--- src/rtl/jk_pkg.sv ---
// Shared J/K command encodings and command-counter width for the debouncer and the flip-flop stage.
package jk_pkg;

  localparam logic [1:0] JK_HOLD   = 2'b00;
  localparam logic [1:0] JK_RESET  = 2'b01;
  localparam logic [1:0] JK_SET    = 2'b10;
  localparam logic [1:0] JK_TOGGLE = 2'b11;

  localparam int CMD_COUNT_W = 8;

endpackage

--- src/rtl/debounce_filter.sv ---
// One button channel: 2-flop synchroniser, persistence filter, rising-edge detect.
// o_Press is high for the single cycle after the filtered level rises.
module debounce_filter #(
  parameter int DEBOUNCE_CYCLES = 250000
) (
  input  logic i_Clk,
  input  logic i_Rst_n,
  input  logic i_Raw,
  output logic o_Level,
  output logic o_Press
);

  localparam int CNT_W = $clog2(DEBOUNCE_CYCLES + 1);
  // Flip on the edge where the count would reach DEBOUNCE_CYCLES.
  localparam logic [CNT_W-1:0] CNT_LAST = CNT_W'(DEBOUNCE_CYCLES - 1);

  logic             sync_meta;
  logic             sync_q;
  logic             level_prev;
  logic [CNT_W-1:0] cnt;

  always_ff @(posedge i_Clk or negedge i_Rst_n) begin
    if (!i_Rst_n) begin
      sync_meta  <= 1'b0;
      sync_q     <= 1'b0;
      level_prev <= 1'b0;
      o_Level    <= 1'b0;
      cnt        <= '0;
    end else begin
      sync_meta  <= i_Raw;
      sync_q     <= sync_meta;
      level_prev <= o_Level;
      if (sync_q == o_Level) begin
        cnt <= '0;
      end else if (cnt == CNT_LAST) begin
        o_Level <= ~o_Level;
        cnt     <= '0;
      end else begin
        cnt <= cnt + 1'b1;
      end
    end
  end

  assign o_Press = o_Level & ~level_prev;

endmodule

--- src/rtl/jk_command_debouncer.sv ---
// Merges three debounced button presses into one registered J/K pulse plus a
// wrapping command counter that updates the cycle after each pulse.
module jk_command_debouncer
  import jk_pkg::*;
#(
  parameter int DEBOUNCE_CYCLES = 250000
) (
  input  logic                   i_Clk,
  input  logic                   i_Rst_n,
  input  logic                   i_Set,
  input  logic                   i_Clr,
  input  logic                   i_Tgl,
  output logic                   o_J,
  output logic                   o_K,
  output logic                   o_Cmd_Valid,
  output logic [CMD_COUNT_W-1:0] o_Cmd_Count
);

  logic set_level, set_press;
  logic clr_level, clr_press;
  logic tgl_level, tgl_press;
  logic set_cmd, clr_cmd, tgl_cmd;
  logic [1:0] jk_next;

  debounce_filter #(.DEBOUNCE_CYCLES(DEBOUNCE_CYCLES)) u_set (
    .i_Clk(i_Clk), .i_Rst_n(i_Rst_n), .i_Raw(i_Set), .o_Level(set_level), .o_Press(set_press)
  );
  debounce_filter #(.DEBOUNCE_CYCLES(DEBOUNCE_CYCLES)) u_clr (
    .i_Clk(i_Clk), .i_Rst_n(i_Rst_n), .i_Raw(i_Clr), .o_Level(clr_level), .o_Press(clr_press)
  );
  debounce_filter #(.DEBOUNCE_CYCLES(DEBOUNCE_CYCLES)) u_tgl (
    .i_Clk(i_Clk), .i_Rst_n(i_Rst_n), .i_Raw(i_Tgl), .o_Level(tgl_level), .o_Press(tgl_press)
  );

  assign set_cmd = set_press & set_level;
  assign clr_cmd = clr_press & clr_level;
  assign tgl_cmd = tgl_press & tgl_level;

  // Set and clear landing together is exactly the JK toggle.
  always_comb begin
    jk_next = JK_HOLD;
    if (tgl_cmd || (set_cmd && clr_cmd)) begin
      jk_next = JK_TOGGLE;
    end else if (set_cmd) begin
      jk_next = JK_SET;
    end else if (clr_cmd) begin
      jk_next = JK_RESET;
    end
  end

  always_ff @(posedge i_Clk or negedge i_Rst_n) begin
    if (!i_Rst_n) begin
      o_J         <= 1'b0;
      o_K         <= 1'b0;
      o_Cmd_Valid <= 1'b0;
      o_Cmd_Count <= '0;
    end else begin
      o_J         <= jk_next[1];
      o_K         <= jk_next[0];
      o_Cmd_Valid <= (jk_next != JK_HOLD);
      if (o_Cmd_Valid) begin
        o_Cmd_Count <= o_Cmd_Count + 1'b1;
      end
    end
  end

endmodule

--- config.mk ---
export PLATFORM = sky130hd
export DESIGN_NAME = jk_command_debouncer
export DESIGN_NICKNAME = d
export VERILOG_FILES = /design/src/rtl/jk_pkg.sv /design/src/rtl/debounce_filter.sv /design/src/rtl/jk_command_debouncer.sv
export SDC_FILE = /design/constraint.sdc
export NUM_CORES = 1
export LEC_CHECK = 0
export CAP_MARGIN = 30
export CORE_ASPECT_RATIO = 1.25
export CORE_MARGIN = 4
export CORE_UTILIZATION = 40
export CTS_BUF_LIST = sky130_fd_sc_hd__clkbuf_8
export CTS_CLUSTER_SIZE = 28
export DETAILED_ROUTE_END_ITERATION = 8
export GPL_ROUTABILITY_DRIVEN = 0
export GPL_TIMING_DRIVEN = 0
export PLACE_DENSITY = 0.67
export SLEW_MARGIN = 0
export SYNTH_ARGS = -nofsm -noshare
export SYNTH_HDL_FRONTEND = slang
export SYNTH_SLANG_ARGS = --single-unit
--- constraint.sdc ---
create_clock -name i_Clk -period 2.85 [get_ports i_Clk]
set_input_delay 0.285 -clock i_Clk [delete_from_list [all_inputs] [get_ports i_Clk]]
set_output_delay 0.285 -clock i_Clk [all_outputs]
set_load 0.03 [all_outputs]
== After elaboration in Yosys (flattened, before gate mapping) ==
Cells that the tools add are included.

* Bits in registers: 77
* Word-level logic and storage cells: 59
* Bits of input ports: 5
* Output and inout port bits: 11

* Add/subtract/negate cells: 4
* Mux-type cells: 9
* Eq/ne operators: 6
* Reductions and logical operators: 6
* Bitwise logic cells: 15

{| class="wikitable"
|+ Operators by type and width
! kind !! number
|-
| $mux W18 || 6
|-
| $add A18 B1 Y18 const B || 3
|-
| $eq A18 B18 Y1 const B || 3
|-
| $not A1 Y1 || 9
|-
| $add A8 B1 Y8 const B || 1
|-
| $and A1 B1 Y1 || 6
|-
| $reduce_and A2 Y1 || 3
|-
| $mux W2 || 2
|-
| $eq A1 B1 Y1 || 3
|-
| $reduce_bool A2 Y1 || 1
|-
| $logic_and A1 B1 Y1 || 1
|-
| $logic_or A1 B1 Y1 || 1
|-
| $mux W1 || 1
|}

== Longest topological paths before layout ==
Gate-level depths: netlist (run 1).

* Depth after elaboration: 7
* Gate-level depth with buffers: 6
* Mapped depth without buffers: 5

== Modules after synthesis ==
From an unflattened synthesis (run 1), not the netlist that was laid out.

* Cell total of the unflattened synthesis: 333
* Area, all modules: 3621.0 sq um

{| class="wikitable"
|+ Modules (own cells, without submodules)
! module !! area each (sq um) !! cells an instance !! instances !! seq. area each (sq um)
|-
| debounce_filter || 1061.0 || 100 || 3 || 550.5
|-
| jk_command_debouncer || 437.9 || 33 || 1 || 275.3
|}

== Worst setup path before layout (run 1) ==
No wires, ideal clock.

* Path type: flip-flop to flip-flop
* From: reg u_clr.cnt[0]
* To: reg u_clr.cnt[10]
* Slack: 1.049 ns
* Setup time: 0.121 ns
* Required time: 2.729 ns
* Buffers on the path: 1
* Clock period less this slack: 1.801 ns
* Cell stages (with the launch flop): 6
* Arrival: 1.679 ns
* Path through: dfrtp_1 > ha_1 > nand3_1 > o41ai_4 > buf_2 > nor2_1

* Word-level cells in the longest chain between the ends: 3
* Elaborated cells on any way between the ends: 4
* Those cells by class: 1 x add/sub; 1 x eq/ne; 2 x mux

{| class="wikitable"
|+ RTL lines
! what !! line !! RTL
|-
| from (decl) || debounce_filter.sv:20 || <nowiki>logic [CNT_W-1:0] cnt;</nowiki>
|-
| from (signal assigned) || debounce_filter.sv:39 || <nowiki>cnt <= cnt + 1'b1;</nowiki>
|-
| $add A18 B1 Y18 or $eq A18 B18 Y1 (tied branches) || debounce_filter.sv:39, debounce_filter.sv:35 ||
|-
| $mux W18 (*) || debounce_filter.sv:35 || <nowiki>end else if (cnt == CNT_LAST) begin</nowiki>
|-
| $mux W18 (*) || debounce_filter.sv:33 || <nowiki>if (sync_q == o_Level) begin</nowiki>
|}

Mark *: on every way between the ends. The rest lies on a longest branch, timed or not.
A chain may end at the register's enable or synchronous reset.

== Final worst setup path (run 1) ==
* From: reg u_clr.cnt[0]
* To: reg u_clr.cnt[14]

The elaborated chain is that of the path after synthesis.

==> results.yml, run 1 <==
run_status:
  status: "finished clean"
logic_synthesis:
  synth_simple_gate_area_share_pct: 23.6
  synthMuxAreaShare_pct: 1.28
  synth_nets: 333
  synth_flop_cell: "dfrtp_1"
  synth_top_area_cell: "dfrtp_1"
  yosysTopAreaCellShare_pct: 54.7
  synthAdderAreaFrac_pct: 1.42
  synth-xor-area-share_pct: 13.2
  synthMostInstantiatedCell: "dfrtp_1"
  avgSynthCellArea_sq_um: 10.9
  synthArstFlopShare_pct: 100
  synth-compound-area-share_pct: 4.09
  ys_seq_elements: 77
  synth_edf_count: 0
  syn-cell-area_sq_mm: 0.00352
  syn-instance-count: 324
  synth_area_leaders: "dfrtp_1 55%, xnor2_1 7.7%, nor2_1 5.8%"
  synth_top_family_by_area: "simple AND/OR/NAND/NOR gates"
  yosysWarnings: 0
  seq_area_frac_synth_pct: 54.7
  ys_top_cells_by_count: "77 x dfrtp_1, 54 x nor2_1, 31 x xnor2_1"
  yosysUniqueCellTypes: 32
sta:
  fin_crit_ns: 2.15
  setup_violations: 0
  hold_viol_final: 0
  period_share_pct: 75.3
  fmax_ghz: 0.466
  relSlewSlack_pct: 62.2
  fin_skew_ns: 0.00707
  tightest_slew_ns: 0.565
  maxSlewViolCount: 0
  rsz0062_at_grt: "no"
clock_tree:
  htreeDepth: 3
  cts_tree: "built"
  clk_pin_slew_ns: 0.08
  cts_buffers: 9
  cts_buffer_depth: 2
  clock-sinks: 77
  clk_latency_ns: 0.35
  post_cts_buffers: 0
  root_buffer: "clkbuf_8"
global_routing:
  grt_max_degree: 55
  grtUsageMet2_pct: 21.7
  track_usage_pct: 13.6
  use_met3_pct: 4.06
  grt_pass1_vias: 2529
  busiest_layer: "met2"
  antenna_found_initial: 0
  grt-ovfl-total: 0
  met1_usage_pct: 16.6
  grt_pass1_wl_um: 11400
critical_path:
  cp_max_fo: 10
  path_buf_inv: 1
  crit_path_start_kind: "register"
  max_stage_delay_ns: 0.67
  cp_top_family: "compound AO/OA/AOI/OAI gates"
  slowest_stage: "o41ai_4"
  r2r_cells: 5
  worstPathCellList: "ha_1 -> nand3_1 -> o41ai_4 -> buf_2 -> nor2_1"
  r2r_start: "u_clr.cnt[0]$_DFF_PN0_"
  worstSetupPathType: "register to register"
  worstReg2RegEnd: "u_clr.cnt[14]$_DFF_PN0_"
  cp.required_ns: 3.09
  r2r_slack_ns: 0.70
  cp.arrival_ns: 2.38
  worstSetupEndpointType: "register"
power_and_ir_drop:
  p_leak_nw: 1.71
  swShare_pct: 22.9
  comb_power_share_pct: 3.5
  seqPwrFrac_pct: 56.4
  intPower_mw: 1.53
  max-vdd-ir-drop_mv: 0.193
  switchingPower_uw: 455
  power_density_mw_per_mm2: 491
  finalPower_mw: 1.99
  clkPwrFrac_pct: 40.1
final_layout:
  drive_gt1_share_pct: 8.96
  final_util_pct: 46.8
  area_delta_synth_final_pct: 14.9
  fin_nets: 361
  antenna_cells: 0
  fill_cells: 813
die:
  fp-row-count: 38
  start_util_pct: 40.7
  io-pin-count: 16
  die_area_sq_mm: 0.0104
  die_x_um: 91.9
  core-area_sq_mm: 0.00865
  die_h_um: 113
routing:
  firstDrtPassIters: 4
  via_per_inst: 5.04
  ant_nets: 0
  drt_iter0_markers: 129
  routed_wl_um: 6220
  drc_errors: 0
  detail_route.wl_per_cell_um: 13.0
  vias: 2403
placement:
  dp_hpwl_um: 4340
  place.port_buffers: 15
hold_path:
  holdPathStages: 0
  min_path_type: "register to register"
  holdPathEnd: "u_set.sync_q$_DFF_PN0_"
  hold_start: "u_set.sync_meta$_DFF_PN0_"
run:
  max-cap-violations: 0
## power groups by stage
stage | clock [mW] | combinational (mW) | sequential (mW)
after floorplan | 0 | 0.0321 | 1.14
after global placement | 0 | 0.0658 | 1.14
after detailed placement | 0 | 0.0720 | 1.14
after CTS | 0.828 | 0.0731 | 1.12
after global routing | 0.872 | 0.0812 | 1.12
final | 0.796 | 0.0699 | 1.12
## placed cells by master (no fill, tap or decap), drive strengths merged
cell type / n
o41ai: 4
clkbuf: 11
o31ai: 1
clkinv: 5
o21ai: 4
dlygate4sd3: 1
and2: 1
ha: 4
nor3: 8
or3: 2
or4: 2
nand2b: 3
xor2: 22
bufinv: 1
and3: 2
clkinvlp: 1
or2: 1
nor4: 16
clkdlybuf4s50: 14
nor4b: 3
buf: 6
nand2: 19
or4b: 2
nand4: 21
mux2: 4
xnor2: 31
nand3b: 3
inv: 8
nand3: 16
dfrtp: 77
and4: 5
a21oi: 5
nor2: 54
## cell families after synthesis
| group | after synthesis |
|---|---|
| AOI/OAI and AO/OA | 14 |
| adders and majority gates | 4 |
| muxes | 4 |
| buffers and inverters | 14 |
| xor gates and xnor gates | 53 |
| DFF | 77 |
| and+or+nand+nor | 158 |
## worst max-delay path by stage
| stage | cells after the start | from | end |
|---|---|---|---|
| finish | 5 | u_clr.cnt[0]$_DFF_PN0_ | u_clr.cnt[14]$_DFF_PN0_ |
| CTS | 5 | u_clr.cnt[0]$_DFF_PN0_ | u_clr.cnt[14]$_DFF_PN0_ |
| floorplan | 5 | u_clr.cnt[0]$_DFF_PN0_ | u_clr.cnt[10]$_DFF_PN0_ |
| detailed placement | 5 | u_clr.cnt[0]$_DFF_PN0_ | u_clr.cnt[14]$_DFF_PN0_ |
| global placement | 1 | i_Rst_n | u_set.cnt[0]$_DFF_PN0_ |
| global route | 5 | u_clr.cnt[0]$_DFF_PN0_ | u_clr.cnt[12]$_DFF_PN0_ |
## area by class of cell
class	count	area, sq um	area share, %
Buffer	6	30.0	0.742
Clock buffer	9	124	3.06
Clock inverter	7	66.3	1.64
Inverter	8	30.0	0.742
Multi-Input combinational cell	233	1530	37.9
Sequential cell	77	1930	47.6
Tap cell	120	150	3.71
Timing Repair Buffer	17	185	4.58
## metal layers
metal  wire length, um  vias up
met2              3010       38
met1              2880     1165
li1                  -     1190
met4               125        0
met5                 0        -
met3               209       10
## flip-flops by register name (all words and copies together), names as in the netlist, 8 cells and up
name and count:
u_tgl.cnt 18, o_Cmd_Count 8, u_set.cnt 18, u_clr.cnt 18
## per-stage QoR
stage                     setup WS [ns]  cell area (sq um)  instances  hold WS, ns  setup TNS, ns
after floorplan                    1.05               3520        324      -0.0106              0
after CTS                         0.660               4050        477        0.345              0
after detailed placement          0.674               3850        460        0.210              0
after global placement            -1.16               3820        459        0.334         -88.76
final                             0.704               4050        477        0.352              0
after global routing              0.506               4050        477        0.345              0
## what timing repair did
action	in CTS	in global routing
hold buffers	1	0
endpoints found under the hold margin	23	0
resized for setup	0	0
Power figures use the tool's default switching activity.
==> run 2, diff against run 1 <==
Settings changed: PLACE_DENSITY 0.67 to 0.69.
Clock period 2.85 ns to 1.82 ns, I/O delays scaled along.
==> run 2 against run 1 <==
  * First-iteration DRC count decreased by 16%
  * Sequential cell count unchanged
  * Die area unchanged
  * Sequential share of layout area decreased by 1.7 points
  * Non-clock buffer count grew 10
  * Hold slack lost 0.11 ns
  * Critical endpoint is now u_clr.cnt[17]$_DFF_PN0_
  * Largest cell class unchanged
  * Highest routed layer unchanged
==> results.yml, run 2 (synthesis gave the netlist of run 1 again) <==
routing:
  vias: 2520
  detail_route.wl_per_cell_um: 13.2
  drc_errors: 0
  firstDrtPassIters: 4
  drt_iter0_markers: 108
  routed_wl_um: 6440
  ant_nets: 0
  via_per_inst: 5.17
placement:
  dp.cells: 460
  place.port_buffers: 15
  dp_hpwl_um: 4230
power_and_ir_drop:
  p_leak_nw: 1.77
  finalPower_mw: 3.05
  power_density_mw_per_mm2: 726
  max-vdd-ir-drop_mv: 0.307
final_layout:
  area_delta_synth_final_pct: 19.3
  drive_gt1_share_pct: 14.4
  fill_cells: 817
  mostFrequentLayoutCells: "74 x dfrtp_1, 54 x nor2_1, 31 x xnor2_1"
  final_common_cell: "dfrtp_1"
  antenna_cells: 0
  fin_nets: 371
  final_util_pct: 48.6
  regArea_sq_mm: 0.00193
  top_regs: "u_clr.cnt (18), u_set.cnt (18), u_tgl.cnt (18)"
  multi_input_area_sq_mm: 0.00160
  final_cells: 487
critical_path:
  r2r_cells: 4
  worstSetupPathType: "register to register"
  cp_max_fo: 6
  cp.arrival_ns: 2.05
  cp.required_ns: 2.10
  crit_path_start_kind: "register"
  worstSetupEndpointType: "register"
global_routing:
  antenna_found_initial: 0
  track_usage_pct: 13.8
  grt_max_degree: 61
  grt-ovfl-total: 0
  grt_pass1_wl_um: 11600
  grt_pass1_vias: 2530
die:
  core-area_sq_mm: 0.00865
  start_util_pct: 40.7
  die_x_um: 91.9
  io-pin-count: 16
  fp-row-count: 38
  die_h_um: 113
  die_area_sq_mm: 0.0104
hold_path:
  min_path_type: "input port to asynchronous set/reset pin"
clock_tree:
  clk_pin_slew_ns: 0.08
  clock-sinks: 77
  cts_tree: "built"
  clk_latency_ns: 0.35
  root_buffer: "clkbuf_8"
  cts_buffer_depth: 2
  htreeDepth: 3
  cts_buffers: 9
sta:
  relSlewSlack_pct: 72.4
  setup_violations: 0
  fin_crit_ns: 1.77
  maxSlewViolCount: 0
  hold_viol_final: 0
  whs_ns: 0.238
  period_share_pct: 97.1
  tightest_slew_ns: 0.414
  fmax_ghz: 0.566
  rsz0062_at_grt: "no"
  fin_skew_ns: 0.00889
run_status:
  status: "finished clean"
run:
  max-cap-violations: 0
-- run 2: changes by cell type in the layout (fill, tap and decap cells not counted), sizes merged --
cell	before	now
clkbuf	11	13
clkinvlp	1	3
bufinv	1	0
buf	6	15
clkinv	5	3
-- run 2: metrics by stage --
stage / TNS [ns] / worst slack (ns) / area [sq um]
after floorplan: 0 / 0.0193 / 3520
after global placement: -164.80 / -2.05 / 3820
after detailed placement: -9.40 / -0.370 / 3850
after CTS: 0 / 0.000653 / 4100
after global routing: 0 / 0.00489 / 4200
final: 0 / 0.0520 / 4200
-- run 2: per-layer routing --
layer | global-route usage [%] | vias up | share of wire, %
li1 | - | 1214 | -
met1 | 16.8 | 1255 | 45
met2 | 22.8 | 39 | 50
met3 | 2.13 | 12 | 3.0
met4 | 8.72 | 0 | 2.7
met5 | 0 | - | 0
-- run 2: timing repair --
action                                  CTS  global route
resized for setup                         7            12
hold buffers                              1             0
pin swaps                                 4             5
endpoints found under the setup margin   48            50
setup buffers                             3             7
endpoints found under the hold margin    17             0
-- run 2: final timing paths --
check,startpoint,endpoint,slack [ns]
setup / recovery,u_clr.cnt[8]$_DFF_PN0_,u_clr.cnt[17]$_DFF_PN0_,0.05
hold / removal,i_Rst_n,u_clr.cnt[4]$_DFF_PN0_,0.24
setup reg to reg,u_clr.cnt[8]$_DFF_PN0_,u_clr.cnt[17]$_DFF_PN0_,0.05
hold reg to reg,u_clr.sync_meta$_DFF_PN0_,u_clr.sync_q$_DFF_PN0_,0.35
max in group asynchronous,i_Rst_n,u_tgl.cnt[8]$_DFF_PN0_,1.01
min in group i_Clk,i_Set,u_set.sync_meta$_DFF_PN0_,0.26
-- run 2: layout make-up --
cell class              instances  area share, %
repair buffers                 27           6.19
clock inverters                 6           1.16
inverters                       8          0.715
clock buffers                  10           3.28
plain buffers                   6           1.16
multi-input cells             233           38.0
flip-flops and latches         77           45.9
well taps                     120           3.57
-- run 2: report_power, final --
| group | total (mW) | leakage [nW] | internal, mW | switching [mW] |
|---|---|---|---|---|
| Clock | 1.17 | 0.0847 | 0.538 | 0.637 |
| Combinational | 0.120 | 0.632 | 0.0472 | 0.0723 |
| Sequential | 1.75 | 1.05 | 1.73 | 0.0226 |
| Total | 3.05 | 1.77 | 2.32 | 0.732 |
-- run 2: worst max-delay path: stages, from the launching register on --
cell,delay [ns]
dfrtp_1,0.46
nand4_2,0.21
or4_4,0.56
or3_1,0.31
a21oi_1,0.15
==> run 3, diff against run 2 <==
Settings changed: CTS_BUF_LIST sky130_fd_sc_hd__clkbuf_8 to unset, PLACE_DENSITY 0.69 to unset, SLEW_MARGIN 0 to unset.
==> run 3 against run 2 <==
  * Critical path depth increased by 1
  * Wire length fell by 1.9%
  * Die area stayed put
  * Sequential share of layout area is 0.14 points higher
  * Combinational power hardly changed
  * Sequential cell count stayed put
  * Maximum frequency is 2.7% higher
  * Worst setup slack better by 0.047 ns
  * Clock skew rose by 0.0025 ns
  * Via count decreased by 2.6%
  * Critical path type unchanged
  * First-iteration DRC count grew 3.7%
==> results.yml, run 3 (synthesis gave the netlist of run 1 again) <==
routing:
  firstDrtPassIters: 4
  drt_iter0_markers: 112
  routed_wl_um: 6310
  detail_route.wl_per_cell_um: 13.0
  vias: 2455
  ant_nets: 0
  via_per_inst: 5.05
  drc_errors: 0
final_layout:
  fill_cells: 811
  final_cells: 486
  mostFrequentLayoutCells: "72 x dfrtp_1, 54 x nor2_1, 31 x xnor2_1"
  regArea_sq_mm: 0.00193
  fin_area_sq_mm: 0.00419
  antenna_cells: 0
  area_delta_synth_final_pct: 19.1
  top_regs: "u_clr.cnt (18), u_set.cnt (18), u_tgl.cnt (18)"
  fin_nets: 370
  final_common_cell: "dfrtp_1"
  multi_input_area_sq_mm: 0.00159
  drive_gt1_share_pct: 15.0
  final_util_pct: 48.5
sta:
  period_share_pct: 94.5
  rsz0062_at_grt: "yes"
  relSlewSlack_pct: 66.7
  fin_skew_ns: 0.0114
  setup_violations: 0
  fmax_ghz: 0.581
  maxSlewViolCount: 0
  fin_crit_ns: 1.72
  finalWorstSetupSlack_ns: 0.0993
  tightest_slew_ns: 0.499
  hold_viol_final: 0
clock_tree:
  cts_buffer_depth: 2
  cts_buffers: 9
  clk_latency_ns: 0.35
  clk_pin_slew_ns: 0.08
  htreeDepth: 3
  cts_tree: "built"
  root_buffer: "clkbuf_8"
  clock-sinks: 77
critical_path:
  r2r_start: "u_clr.cnt[4]$_DFF_PN0_"
  max_stage_delay_ns: 0.56
  slowest_stage: "or4_1"
  worstSetupPathDepth: 5
  worstSetupPathType: "register to register"
  path_buf_inv: 1
  cp_top_family: "simple AND/OR/NAND/NOR gates"
  cp.arrival_ns: 2.00
  r2r_cells: 5
  crit_path_start_kind: "register"
  r2r_slack_ns: 0.1
  worstPathCellList: "buf_2 -> nand4_4 -> or4_1 -> or3_1 -> a21oi_1"
  worstSetupEndpointType: "register"
  cp.required_ns: 2.10
  cp_max_fo: 6
  worstReg2RegEnd: "u_clr.cnt[17]$_DFF_PN0_"
placement:
  dp.cells: 460
  place.port_buffers: 15
  place_ws_ns: -0.384
  dp_hpwl_um: 4180
  place_area_sq_mm: 0.00384
hold_path:
  min_path_type: "input port to register"
  hold_start: "i_Set"
  holdPathEnd: "u_set.sync_meta$_DFF_PN0_"
  holdPathStages: 1
die:
  fp-row-count: 38
  io-pin-count: 16
  die_x_um: 91.9
  start_util_pct: 40.7
  core-area_sq_mm: 0.00865
  die_h_um: 113
  die_area_sq_mm: 0.0104
power_and_ir_drop:
  finalPower_mw: 3.14
  p_leak_nw: 1.76
  max-vdd-ir-drop_mv: 0.466
  power_density_mw_per_mm2: 748
global_routing:
  track_usage_pct: 13.4
  grt_max_degree: 40
  grt_pass1_wl_um: 11200
  grt-ovfl-total: 0
  grt_pass1_vias: 2464
  antenna_found_initial: 0
run:
  max-cap-violations: 0
run_status:
  status: "finished clean"
## run 3: cell types whose count changed in the layout (fill, tap and decap cells not counted), moves of 2 or more
| cell | previous run | this run |
|---|---|---|
| clkinvlp_4 | 3 | 1 |
| clkinv_4 | 3 | 1 |
| nor4_2 | 1 | 3 |
| dfrtp_2 | 3 | 5 |
| clkinv_2 | 0 | 4 |
| dfrtp_1 | 74 | 72 |
## run 3: how the worst max path moves through the flow
stage          slack [ns]                       to                    start
4_1_cts             0.005  u_tgl.cnt[13]$_DFF_PN0_  u_tgl.cnt[13]$_DFF_PN0_
6_report              0.1  u_clr.cnt[17]$_DFF_PN0_   u_clr.cnt[4]$_DFF_PN0_
2_1_floorplan        0.02  u_clr.cnt[10]$_DFF_PN0_   u_clr.cnt[0]$_DFF_PN0_
5_1_grt             0.003  u_clr.cnt[17]$_DFF_PN0_   u_clr.cnt[4]$_DFF_PN0_
3_3_place_gp        -2.17   u_set.cnt[6]$_DFF_PN0_                  i_Rst_n
3_5_place_dp        -0.38  u_clr.cnt[10]$_DFF_PN0_   u_clr.cnt[0]$_DFF_PN0_
## run 3: worst register-to-register path: stages (launching register included)
cell     delay (ns)
dfrtp_1        0.32
buf_2          0.18
nand4_4        0.14
or4_1          0.56
or3_1          0.32
a21oi_1        0.15
## run 3: per-layer routing
metal	GRT usage [%]	routed length [um]	share of wire [%]
met5	0	0	0
met3	3.79	184	2.9
met4	6.24	115	1.8
met1	17.2	3020	48
met2	21.1	2990	47
## run 3: what timing repair did
item	CTS	global route
endpoints found under the hold margin	38	0
setup buffers	4	6
setup endpoints to repair	48	57
gates resized for setup	4	17
pin swaps	3	4
gates cloned	0	0
hold buffers	1	0
## run 3: area by class of cell
type,instances,area share [%]
Clock inverter,7,1.58
Multi-Input combinational cell,233,37.9
Timing Repair Buffer,27,6.12
Buffer,5,1.01
Tap cell,120,3.58
Sequential cell,77,46.1
Clock buffer,9,2.95
Inverter,8,0.716
## run 3: through the flow
| stage | hold slack [ns] | setup TNS [ns] |
|---|---|---|
| final | 0.264 | 0 |
| after global routing | 0.242 | 0 |
| after CTS | 0.241 | 0 |
| after detailed placement | 0.187 | -10.46 |
| after global placement | 0.335 | -176.00 |
| after floorplan | -0.114 | 0 |
## run 3: report_power, final
| part | leakage (nW) | switching, mW | total, mW | internal [mW] |
|---|---|---|---|---|
| logic | 0.610 | 0.0733 | 0.121 | 0.0476 |
| registers | 1.05 | 0.0221 | 1.75 | 1.73 |
| clock network | 0.0987 | 0.635 | 1.26 | 0.626 |
| total | 1.76 | 0.730 | 3.14 | 2.41 |
